### src/rtl/tea_pkg.sv
// Shared TEA constants, FSM state type, key layout and round mixing function.
// Used by both the encryption and decryption datapaths.
package tea_pkg;

  localparam logic [31:0] TEA_DELTA        = 32'h9E3779B9;
  localparam logic [31:0] TEA_DEC_SUM_INIT = 32'hC6EF3720;
  localparam int          TEA_ROUNDS       = 32;

  typedef enum logic [1:0] {
    TEA_ST_IDLE       = 2'd0,
    TEA_ST_PROCESSING = 2'd1,
    TEA_ST_DONE       = 2'd2
  } tea_state_e;

  // k0 is the most significant word of the 128-bit key bus.
  typedef struct packed {
    logic [31:0] k0;
    logic [31:0] k1;
    logic [31:0] k2;
    logic [31:0] k3;
  } tea_key_t;

  function automatic logic [31:0] tea_mix(input logic [31:0] v,
                                          input logic [31:0] ka,
                                          input logic [31:0] kb,
                                          input logic [31:0] sum);
    return ((v << 4) + ka) ^ (v + sum) ^ ((v >> 5) + kb);
  endfunction

endpackage

### src/rtl/tea_dec_round.sv
// One combinational TEA decryption round: v1 is updated first, then v0
// is updated from the new v1, both using the same sum.
module tea_dec_round
  import tea_pkg::*;
(
  input  logic [31:0] v0,
  input  logic [31:0] v1,
  input  logic [31:0] k0,
  input  logic [31:0] k1,
  input  logic [31:0] k2,
  input  logic [31:0] k3,
  input  logic [31:0] sum,
  output logic [31:0] v0_next,
  output logic [31:0] v1_next
);

  logic [31:0] v1_upd;

  assign v1_upd  = v1 - tea_mix(v0, k2, k3, sum);
  assign v0_next = v0 - tea_mix(v1_upd, k0, k1, sum);
  assign v1_next = v1_upd;

endmodule

### src/rtl/tea_decryptor.sv
// Iterative TEA block decryptor with AXI-Stream style in/out handshakes.
// Define TEA_DEC_UNROLL2_EN to chain two rounds per cycle (16 busy cycles).
module tea_decryptor
  import tea_pkg::*;
(
  input  logic         i_clk,
  input  logic         i_rst,
  input  logic [127:0] i_key,
  input  logic         i_axis_valid_s,
  output logic         o_axis_ready_s,
  input  logic [63:0]  i_axis_data_s,
  output logic         o_axis_valid_m,
  input  logic         i_axis_ready_m,
  output logic [63:0]  o_axis_data_m
);

  localparam logic [1:0] ST_IDLE       = TEA_ST_IDLE;
  localparam logic [1:0] ST_PROCESSING = TEA_ST_PROCESSING;
  localparam logic [1:0] ST_DONE       = TEA_ST_DONE;

  logic [1:0]  state_q, state_d;
  logic [31:0] v0_q, v0_d;
  logic [31:0] v1_q, v1_d;
  logic [31:0] sum_q, sum_d;
  logic [4:0]  cnt_q, cnt_d;
  tea_key_t    key_q, key_d;
  logic [63:0] data_q, data_d;
  logic        valid_q, valid_d;

  logic [31:0] rnd_v0, rnd_v1;

`ifdef TEA_DEC_UNROLL2_EN
  localparam logic [31:0] SUM_STEP = TEA_DELTA + TEA_DELTA;
  localparam logic [4:0]  CNT_STEP = 5'd2;

  logic [31:0] mid_v0, mid_v1, sum_second;

  assign sum_second = sum_q - TEA_DELTA;

  tea_dec_round u_round0 (
    .v0(v0_q), .v1(v1_q),
    .k0(key_q.k0), .k1(key_q.k1), .k2(key_q.k2), .k3(key_q.k3),
    .sum(sum_q), .v0_next(mid_v0), .v1_next(mid_v1)
  );

  tea_dec_round u_round1 (
    .v0(mid_v0), .v1(mid_v1),
    .k0(key_q.k0), .k1(key_q.k1), .k2(key_q.k2), .k3(key_q.k3),
    .sum(sum_second), .v0_next(rnd_v0), .v1_next(rnd_v1)
  );
`else
  localparam logic [31:0] SUM_STEP = TEA_DELTA;
  localparam logic [4:0]  CNT_STEP = 5'd1;

  tea_dec_round u_round0 (
    .v0(v0_q), .v1(v1_q),
    .k0(key_q.k0), .k1(key_q.k1), .k2(key_q.k2), .k3(key_q.k3),
    .sum(sum_q), .v0_next(rnd_v0), .v1_next(rnd_v1)
  );
`endif

  // Counter value at the start of the cycle that completes the final round.
  localparam logic [4:0] CNT_LAST = 5'(TEA_ROUNDS - 32'(CNT_STEP));

  always_comb begin
    state_d = state_q;
    v0_d    = v0_q;
    v1_d    = v1_q;
    sum_d   = sum_q;
    cnt_d   = cnt_q;
    key_d   = key_q;
    data_d  = data_q;
    valid_d = valid_q;
    case (state_q)
      ST_IDLE: begin
        if (i_axis_valid_s) begin
          v0_d    = i_axis_data_s[63:32];
          v1_d    = i_axis_data_s[31:0];
          key_d   = tea_key_t'(i_key);
          sum_d   = TEA_DEC_SUM_INIT;
          cnt_d   = 5'd0;
          state_d = ST_PROCESSING;
        end
      end
      ST_PROCESSING: begin
        v0_d  = rnd_v0;
        v1_d  = rnd_v1;
        sum_d = sum_q - SUM_STEP;
        cnt_d = cnt_q + CNT_STEP;
        if (cnt_q == CNT_LAST) begin
          cnt_d   = 5'd0;
          data_d  = {rnd_v0, rnd_v1};
          valid_d = 1'b1;
          state_d = ST_DONE;
        end
      end
      ST_DONE: begin
        if (i_axis_ready_m) begin
          valid_d = 1'b0;
          state_d = ST_IDLE;
        end
      end
      default: state_d = ST_IDLE;
    endcase
  end

  always_ff @(posedge i_clk or posedge i_rst) begin
    if (i_rst) begin
      state_q <= ST_IDLE;
      v0_q    <= '0;
      v1_q    <= '0;
      sum_q   <= '0;
      cnt_q   <= '0;
      key_q   <= '0;
      data_q  <= '0;
      valid_q <= 1'b0;
    end else begin
      state_q <= state_d;
      v0_q    <= v0_d;
      v1_q    <= v1_d;
      sum_q   <= sum_d;
      cnt_q   <= cnt_d;
      key_q   <= key_d;
      data_q  <= data_d;
      valid_q <= valid_d;
    end
  end

  assign o_axis_ready_s = (state_q == ST_IDLE);
  assign o_axis_valid_m = valid_q;
  assign o_axis_data_m  = data_q;

endmodule
### config.mk
export PLATFORM = sky130hd
export DESIGN_NAME = tea_decryptor
export DESIGN_NICKNAME = d
export VERILOG_FILES = /design/src/rtl/tea_pkg.sv /design/src/rtl/tea_dec_round.sv /design/src/rtl/tea_decryptor.sv
export SDC_FILE = /design/constraint.sdc
export NUM_CORES = 1
export LEC_CHECK = 0
export CORE_UTILIZATION = 45
export DETAILED_ROUTE_END_ITERATION = 8
export MAX_ROUTING_LAYER = met4
export PLACE_DENSITY = 0.74
export SLEW_MARGIN = 20
export SYNTH_ARGS = -nofsm -noshare
export SYNTH_HDL_FRONTEND = slang
export SYNTH_SLANG_ARGS = --single-unit
### constraint.sdc
create_clock -name i_clk -period 9.78 [get_ports i_clk]
set_clock_uncertainty 0.05 [all_clocks]
set_input_delay 1.956 -clock i_clk [delete_from_list [all_inputs] [get_ports i_clk]]
set_output_delay 1.956 -clock i_clk [all_outputs]
set_load 0.02 [all_outputs]
* After elaboration in Yosys (flattened, before gate mapping)
Index checks and enable logic that the tools add are counted. Widths: inputs -> output; s select.
Word-level totals: memories 0, logic and storage cells 55, register bits 296, bits in latches 0, bits in writable memories 0, bits in read-only memories 0, input bits 196
Cells by class: $mul 0, divide/modulo/power cells 0, muxes and demuxes 16, magnitude comparators 0, bitwise operators 4, shift operators 0, reductions and logical operators 8, $add $sub $neg 10, equal/unequal tests 6
Operators by type and width (count):
- $pmux 32 s2 | 3
- $add 32x32->32 | 4
- $xor 32x32->32 | 4
- $mux 32 | 3
- $add 27x32->32 | 2
- $sub 32x32->32 | 2
- $sub 32x32->32 const B | 1
- $mux 5 | 2
- $pmux 5 s2 | 1
- $mux 2 | 3
- $ne 2x2->1 const B | 3
- $pmux 2 s3 | 1
- $reduce_and 2->1 | 3
- $reduce_and 3->1 | 2
- $add 5x1->5 const B | 1
- $eq 5x5->1 const B | 1
- $reduce_bool 2->1 | 2
- $eq 2x1->1 const B | 1
- $eq 2x2->1 const B | 1
- $logic_not 2->1 | 1
- $mux 1 | 2
- $pmux 1 s2 | 1

* Depth between registers and ports, before layout
Gate-level depths: netlist of run 1.
depth after elaboration 9, depth in mapped cells 46

* Hierarchy
A second synthesis of run 1 with hierarchy kept.
Unflattened totals: cell total of the unflattened synthesis 2748, area total of the unflattened synthesis 23816.6 µm²
Modules (own cells, without submodules):
- tea_decryptor | area each 11926.4 µm², times used 1, seq. area each 7407.1 µm², cells an instance 1184
- tea_dec_round | area each 11890.2 µm², times used 1, seq. area each 0.0 µm², cells an instance 1564

* Worst setup path after synthesis of run 1
No wires, ideal clock.
kind register -> register, start point reg v0_q[5], end point reg data_q[63], in the netlist o_axis_data_m[63], data required time 9603 ps, library setup time 127 ps, cell stages (with the launch flop) 43, path buffers 0, setup slack 1222 ps, data arrival time 8381 ps, path through dfrtp_1 > ha_1 > fa_1 > a21o_1 > a21oi_1 > o21ai_0 > a21oi_1 > o21ai_0 > a31o_2 > a21oi_1 > xnor2_1 > xor2_1 > ha_1 > and3_1 > nand2_1 > a2111oi_0 > nor2_1 > xor2_1 > [7 not listed] > nand2_1 > a21boi_1 > xnor2_1 > xnor2_1 > xnor2_1 > ha_1 > a21o_1 > a21oi_1 > o21bai_1 > a21oi_1 > nor2_1 > a311oi_1 > nand2b_1 > a211oi_1 > a211oi_1 > xnor3_1 > xnor3_1 > o21ai_1
Between the ends: word-level cells in the longest chain between the ends 8
Ends and longest elaborated chain:
- start: declaration | line tea_decryptor.sv:22 | logic [31:0] v0_q, v0_d;
- start signal: assignment | line tea_decryptor.sv:119 | v0_q <= v0_d;
- $add 32x32->32 | line tea_pkg.sv:27 | return ((v << 4) + ka) ^ (v + sum) ^ ((v >> 5) + kb);
- $xor 32x32->32 | line tea_pkg.sv:27
- $xor 32x32->32 * | line tea_pkg.sv:27
- $sub 32x32->32 * | line tea_dec_round.sv:19 | assign v1_upd = v1 - tea_mix(v0, k2, k3, sum);
- via rnd_v1[19] | line tea_decryptor.sv:30 | logic [31:0] rnd_v0, rnd_v1;
- $add 32x32->32 | line tea_pkg.sv:27
- $xor 32x32->32 | line tea_pkg.sv:27
- $xor 32x32->32 * | line tea_pkg.sv:27
- $sub 32x32->32 * | line tea_dec_round.sv:20 | assign v0_next = v0 - tea_mix(v1_upd, k0, k1, sum);
- end signal: assignment | line tea_decryptor.sv:124 | data_q <= data_d;
- end: declaration | line tea_decryptor.sv:27 | logic [63:0] data_q, data_d;
Mark *: on every way through the listed nets, which the timed path passes. The rest lies on a longest branch. A chain may end at the register's enable or synchronous reset.

* Worst setup path after layout of run 1
start point reg sum_q[0], end point reg v0_q[30]
Between the ends: word-level cells in the longest chain between the ends 9
Ends and longest elaborated chain:
- start: declaration | line tea_decryptor.sv:24 | logic [31:0] sum_q, sum_d;
- start signal: assignment | line tea_decryptor.sv:121 | sum_q <= sum_d;
- $add 32x32->32 * | line tea_pkg.sv:27
- $xor 32x32->32 * (2 in series) | line tea_pkg.sv:27
- $sub 32x32->32 * | line tea_dec_round.sv:19
- via rnd_v1[18] | line tea_decryptor.sv:30
- $add 32x32->32 | line tea_pkg.sv:27
- $xor 32x32->32 | line tea_pkg.sv:27
- $xor 32x32->32 * | line tea_pkg.sv:27
- $sub 32x32->32 * | line tea_dec_round.sv:20
- $pmux 32 s2 * | line tea_decryptor.sv:74 | case (state_q)
Marks and branches as above.

==> out/results.tsv, run 1 <==
stage	metric	value	unit
placed_design	port_buffers	261	
worst_setup_path	cp_slowest_cell	dfrtp_2	
synth	yosysTopAreaCell	dfrtp_1	
placed_design	routabilityCongestion	0.948	
final_layout	fin_util	0.554	
timing	slew_headroom	0.327	
global_routing	grt_usage	0.291	
clock_network	cts_buffers	35	
synth	syn_nets	3186	
clock_network	cts_buffer_depth	3	
clock_network	hold_buffers	0	
synth	synth_top_flop_cell	dfrtp_1	
final_layout	n_antenna_cell	0	
timing	fin_crit	9.28	ns
route	dr.pass1.iters	6	
synth	synth_edf_count	0	
timing	setup_tns	0	ns
final_layout	fin_nets	3443	
worst_setup_path	crit_required	10.12	ns
timing	worstMarginPinSlew	1.01	ns
synth	yosysWarningCount	0	
timing	finalCritPeriodShare	0.949	
global_routing	overflow	0	
worst_setup_path	critical_path_buf_inv_count	1	
global_routing	grt_pass1_wl	117000	microns
route	drc	0	
floorplanning	rows	82	
global_routing	grt_max_degree	156	
synth	synth.distinct_cells	70	
clock_network	clkLatencyLatePin	0.56	ns
route	vias	21200	
floorplanning	io_pins	262	
route	via_per_inst	5.75	
worst_setup_path	max_stage_delay	0.45	ns
worst_setup_path	worstPathMaxFanout	6	
timing	setup-violations-final	0	
synth	async_flop_share	1.00	
synth	syn_inst	2738	
global_routing	grt_pass1_vias	20800	
route	ant_nets	0	
timing	finalHoldViolCount	0	
flow_run	cap_violations	0	
floorplanning	initial_core_util	0.460	
floorplanning	die_height	229	microns
status	outcome	completed	
clock_network	clock-root-buffer	clkbuf_16	
placed_design	hpwl	57700	microns
worst_setup_path	start_kind	flip-flop	
worst_setup_path	path_delay_family	compound AO/OA/AOI/OAI gates	
clock_network	clk_pin_slew	0.06	ns
worst_setup_path	path_class	flip-flop to flip-flop	
global_routing	antenna_found_initial	0	
hold_path	holdCritPathClass	flip-flop to flip-flop	
timing	max_freq	108	MHz
worst_setup_path	crit_top_cell	xnor2_1	
floorplanning	coreArea	50600	sq um
synth	synth_area_leaders	dfrtp_1, ha_1, xnor2_1	
clock_network	cts_tree	yes	
route	drt_iter0_drc	1904	
synth	ys_seq_area_frac	0.318	
clock_network	clock_sinks	296	
route	wl	74800	microns
placed_design	dpl.cell_count	3625	
floorplanning	die_area	52600	sq um
worst_setup_path	endpoint_kind	flip-flop	
synth	netlist.area_leader.share	0.318	
route	routedWlPerCell	20.3	microns
synth	ys_seq_elements	296	
final_layout	fin_cells	3692	
clock_network	cts_max_level	2	
worst_setup_path	worstPathArrival	9.62	ns
synth	synth_area	23300	sq um
floorplanning	die_x	229	microns
timing	drv_slew	0	
synth	postSynthAreaPerCell	8.50	sq um
final_layout	layout-drive-gt1-share	0.0500	
final_layout	areaGrowthSynthToFinish	20.4	%
cells by family (layout without fill, tap and decap cells):
group                      after synthesis  in the layout  synth area share
and+or+nand+nor                        851            851             0.156
AOI/OAI and AO/OA                      806            806             0.218
xor gates and xnor gates               355            355             0.138
DFF                                    296            296             0.318
adders and majority gates              252            252             0.138
buffers and inverters                  169            451            0.0283
muxes                                    9              9           0.00398
Yosys cell counts (6+ instances only):
master     instances
xor2_1            64
o21ai_1            9
o31a_1             7
clkbuf_1          62
nor2b_1           19
nor3_1            30
a31oi_1           17
o211ai_1          17
fa_1               8
nor2_1           110
o21a_1            20
or2_2              7
dfrtp_1          296
ha_1             244
a22oi_1           60
a21oi_1          197
mux2i_1            7
o21ai_0          221
nand2b_1          39
a221o_1           10
o2111ai_1          7
nand4_1           19
nand2_1          545
and3_1            15
a21o_1           120
o21bai_1          27
inv_1             92
and2_1             9
xnor2_1          284
o31ai_1           18
nand3_1           41
xnor3_1            6
buf_1              9
a211oi_1          20
flip-flops by register name (all words and copies together) (netlist names):
name,count
v1_q,32
o_axis_valid_m,1
v0_q,32
state_q,2
key_q,128
cnt_q,5
sum_q,32
o_axis_data_m,64
cell type report:
type | count | area (sq um)
clock buffers | 52 | 1020
clock inverters | 10 | 111
fillers | 4580 | 22600
inverters | 92 | 349
multi-input cells | 2273 | 15400
flip-flops and latches | 296 | 7410
well taps | 672 | 841
repair buffers | 297 | 2900
what timing repair did:
item | 4_1_cts | 5_1_grt
setup endpoints to repair | 2 | 16
buffers inserted | 0 | 5
hold endpoints to repair | 0 | 0
gates cloned | 0 | 0
pin swaps | 0 | 9
gates resized for setup | 2 | 40
cells in the final DEF, fill, tap and decap left out, types with 20 or more instances in the layout:
master and count:
xor2_1 61, xnor2_1 283, a21oi_1 190, inv_1 87, clkdlybuf4s50_1 261, nand2_1 542, clkbuf_16 35, nor2_1 108
ha_1 243, dfrtp_1 294, nand2b_1 39, buf_4 35, o21ai_0 218, a22oi_1 60, nand3_1 41, a21o_1 120
nor3_1 30, o21bai_1 27, o21a_1 20
worst min-delay path: cells and delay by family (launching register included):
family / cells / cell delay, ns
and+or+nand+nor: 1 / 0.04
DFF: 1 / 0.34
AOI/OAI and AO/OA: 1 / 0.06
path summary, 6_finish.rpt:
| path | slack, ns | from | cells after the start | end |
|---|---|---|---|---|
| setup / recovery | 0.50 | sum_q[0] | 41 | v0_q[30] |
| hold / removal | 0.43 | o_axis_data_m[4] | 2 | o_axis_data_m[4] |
| setup reg to reg | 0.50 | sum_q[0] | 41 | v0_q[30] |
| hold reg to reg | 0.43 | o_axis_data_m[4] | 2 | o_axis_data_m[4] |
| max in group asynchronous | 6.16 | i_rst | 4 | key_q[123] |
| min in group asynchronous | 1.94 | i_rst | 3 | key_q[33] |
through the flow:
stage                     hold slack, ns  cell area (sq um)  setup WS (ns)
after floorplan                    0.402              23300           1.22
after global placement             0.416              26700          0.173
after detailed placement           0.421              26700         -0.150
after CTS                          0.434              27800         0.0367
after global routing               0.457              28000       -0.00383
final                              0.428              28000          0.503
per-layer routing:
layer / track usage / part of all wire / vias to the layer above
met5: - / 0 / -
met4: 0.0681 / 0.022 / 0
met1: 0.417 / 0.47 / 10200
li1: - / - / 10100
met2: 0.432 / 0.43 / 793
met3: 0.0412 / 0.075 / 110
Power of run 1 is not shown: default switching activity piles up to over one toggle a cycle in this logic, so the estimate is an artifact.
==> inputs of run 2 (changes only) <==
--- a/config.mk
+++ b/config.mk
@@ -9,6 +9,7 @@
 export DETAILED_ROUTE_END_ITERATION = 8
 export MAX_ROUTING_LAYER = met4
 export PLACE_DENSITY = 0.74
+export REMOVE_ABC_BUFFERS = 1
 export SLEW_MARGIN = 20
 export SYNTH_ARGS = -nofsm -noshare
 export SYNTH_HDL_FRONTEND = slang
==> run 2 against run 1 <==
Cell area up 0.23%; worst hold slack better by 0.0014 ns; highest routed layer unchanged; global-route usage up 0.35 points; sequential share of layout area down 0.066 points; setup slack worse by 0.058 ns; non-clock buffer count up 5; core utilization up 0.13 points; critical path type unchanged; via count up 0.53%; first-iteration DRC count up 2.9%; register-to-register slack worse by 0.06 ns; clock-buffer cell count up 2; fmax down 0.62%.
==> out/results.tsv, run 2 (synthesis gave the netlist of run 1 again) <==
stage	metric	value	unit	change
timing	setup-violations-final	0		unchanged
floorplanning	die_height	229	microns	unchanged
clock_network	clock_sinks	296		unchanged
final_layout	layout-drive-gt1-share	0.0516		was 0.0500
timing	finalCritPeriodShare	0.955		was 0.949
worst_setup_path	critical_path_buf_inv_count	3		was 1
route	routedWlPerCell	20.6	microns	was 20.3 microns
global_routing	overflow	0		unchanged
final_layout	final_common_cell	nand2_1		unchanged
worst_setup_path	worstPathMaxFanout	7		was 6
placed_design	port_buffers	261		unchanged
timing	fin_crit	9.34	ns	was 9.28 ns
global_routing	grt_pass1_vias	21000		was 20,800
clock_network	cts_max_level	2		unchanged
timing	setup_tns	0	ns	unchanged
worst_setup_path	r2r_end	v0_q[31]		was v0_q[30]
timing	drv_slew	0		unchanged
worst_setup_path	max_stage_delay	0.49	ns	was 0.45 ns
worst_setup_path	start_kind	flip-flop		unchanged
final_layout	areaGrowthSynthToFinish	20.7	%	was 20.4%
route	dr.pass1.iters	6		unchanged
timing	slew_headroom	0.346		was 0.327
final_layout	fill_cells	4571		was 4,580
floorplanning	coreArea	50600	sq um	unchanged
route	via_per_inst	5.77		was 5.75
worst_setup_path	cp_slowest_cell	xor2_1		was dfrtp_2
worst_setup_path	crit_required	10.12	ns	about the same
final_layout	n_antenna_cell	0		unchanged
final_layout	regMostFlops	key_q		unchanged
timing	finalHoldViolCount	0		unchanged
clock_network	cts_buffer_depth	3		unchanged
route	drt_iter0_drc	1959		was 1,904
floorplanning	initial_core_util	0.460		unchanged
global_routing	grt_usage	0.295		was 0.291
worst_setup_path	worstPathArrival	9.68	ns	was 9.62 ns
worst_setup_path	r2r-start	v0_q[5]		was sum_q[0]
final_layout	final_cell_mix	nand2_1, dfrtp_1, xnor2_1, clkdlybuf4s50_1, ha_1		unchanged
clock_network	clock-root-buffer	clkbuf_16		unchanged
floorplanning	die_area	52600	sq um	unchanged
worst_setup_path	path_class	flip-flop to flip-flop		unchanged
floorplanning	rows	82		unchanged
global_routing	grt_pass1_wl	117000	microns	about the same
global_routing	grt_max_degree	144		was 156
timing	max_freq	107	MHz	was 108 MHz
placed_design	hpwl	59300	microns	was 57,700 microns
worst_setup_path	crit_top_cell	a21o_1		was xnor2_1
hold_path	worstHoldEndpoint	o_axis_data_m[38]		was o_axis_data_m[4]
route	drc	0		unchanged
clock_network	hold_buffers	0		unchanged
timing	worstMarginPinSlew	0.981	ns	was 1.01 ns
worst_setup_path	endpoint_kind	flip-flop		unchanged
worst_setup_path	reg2regPathDepth	38		was 41
final_layout	largest_reg_flops	128		unchanged
hold_path	worst_hold_startpoint	o_axis_data_m[38]		was o_axis_data_m[4]
hold_path	holdPathStages	2		unchanged
clock_network	cts_buffers	36		was 35
placed_design	routabilityCongestion	0.989		was 0.948
route	vias	21300		was 21,200
worst_setup_path	path_delay_family	compound AO/OA/AOI/OAI gates		unchanged
route	ant_nets	0		unchanged
flow_run	cap_violations	0		unchanged
floorplanning	die_x	229	microns	unchanged
clock_network	cts_tree	yes		unchanged
worst_setup_path	regToRegSetupSlack	0.44	ns	was 0.50 ns
clock_network	clk_pin_slew	0.06	ns	about the same
route	wl	76100	microns	was 74,800 microns
hold_path	holdCritPathClass	flip-flop to flip-flop		unchanged
final_layout	fin_nets	3449		was 3,443
clock_network	clkLatencyLatePin	0.55	ns	was 0.56 ns
status	outcome	completed		unchanged
global_routing	antenna_found_initial	0		unchanged
floorplanning	io_pins	262		unchanged
## run 2: cell types whose count changed in the layout (fill, tap and decap cells not counted), sizes merged
cell | before | now
buf | 36 | 41
bufinv | 2 | 0
clkbuf | 52 | 54
clkinv | 5 | 4
clkinvlp | 1 | 2
inv | 94 | 93
## run 2: worst max-delay path by stage
stage               startpoint           endpoint  slack (ns)  cells after the start
detailed placement     v0_q[5]           v0_q[31]        0.06                     43
floorplan                i_rst           cnt_q[0]       -0.40                      1
CTS                    v0_q[5]  o_axis_data_m[63]        0.07                     43
finish                 v0_q[5]           v0_q[31]        0.44                     38
global route          sum_q[0]           v0_q[31]       -0.06                     44
global placement       v0_q[5]           v0_q[31]        0.30                     43
## run 2: cell type report
class                      instances  area (sq um)  share of cell area
multi-input combinational       2273         15400               0.549
sequential                       296          7410               0.264
timing repair buffer             302          2930               0.104
clock buffer                      54          1090              0.0388
tap                              672           841              0.0299
inverter                          92           353              0.0126
clock inverter                     7          47.5             0.00169
## run 2: layer usage
metal  part of all wire  GRT usage  routed length, microns  up-vias
met5                  0          -                       0        -
met4              0.026     0.0856                    2000        0
met3              0.067     0.0374                    5070      115
met2               0.45      0.451                   34100      746
met1               0.46      0.407                   35000    10300
li1                   -          -                       -    10200
## run 2: repair_timing
item / in CTS / in global routing
gates resized for setup: 1 / 39
setup buffers: 0 / 4
setup endpoints to repair: 2 / 10
pin swaps: 0 / 14
## run 2: tightest hold or removal path: stages (launching register included)
cell	delay [ns]
dfrtp_1	0.34
nand2_1	0.04
o21ai_0	0.06
## run 2: stage by stage
stage | hold WS (ns) | setup WS [ns] | utilization | instances | instance area, sq um
3_5_place_dp | 0.424 | 0.0598 | 0.528 | 3631 | 26700
4_1_cts | 0.437 | 0.0676 | 0.551 | 3692 | 27900
3_3_place_gp | 0.417 | 0.304 | 0.528 | 3631 | 26700
6_report | 0.429 | 0.445 | 0.555 | 3696 | 28100
2_1_floorplan | 0.402 | -0.402 | - | 2661 | 22900
5_1_grt | 0.460 | -0.0600 | 0.555 | 3696 | 28100
Power of run 2 is left out for the same reason.
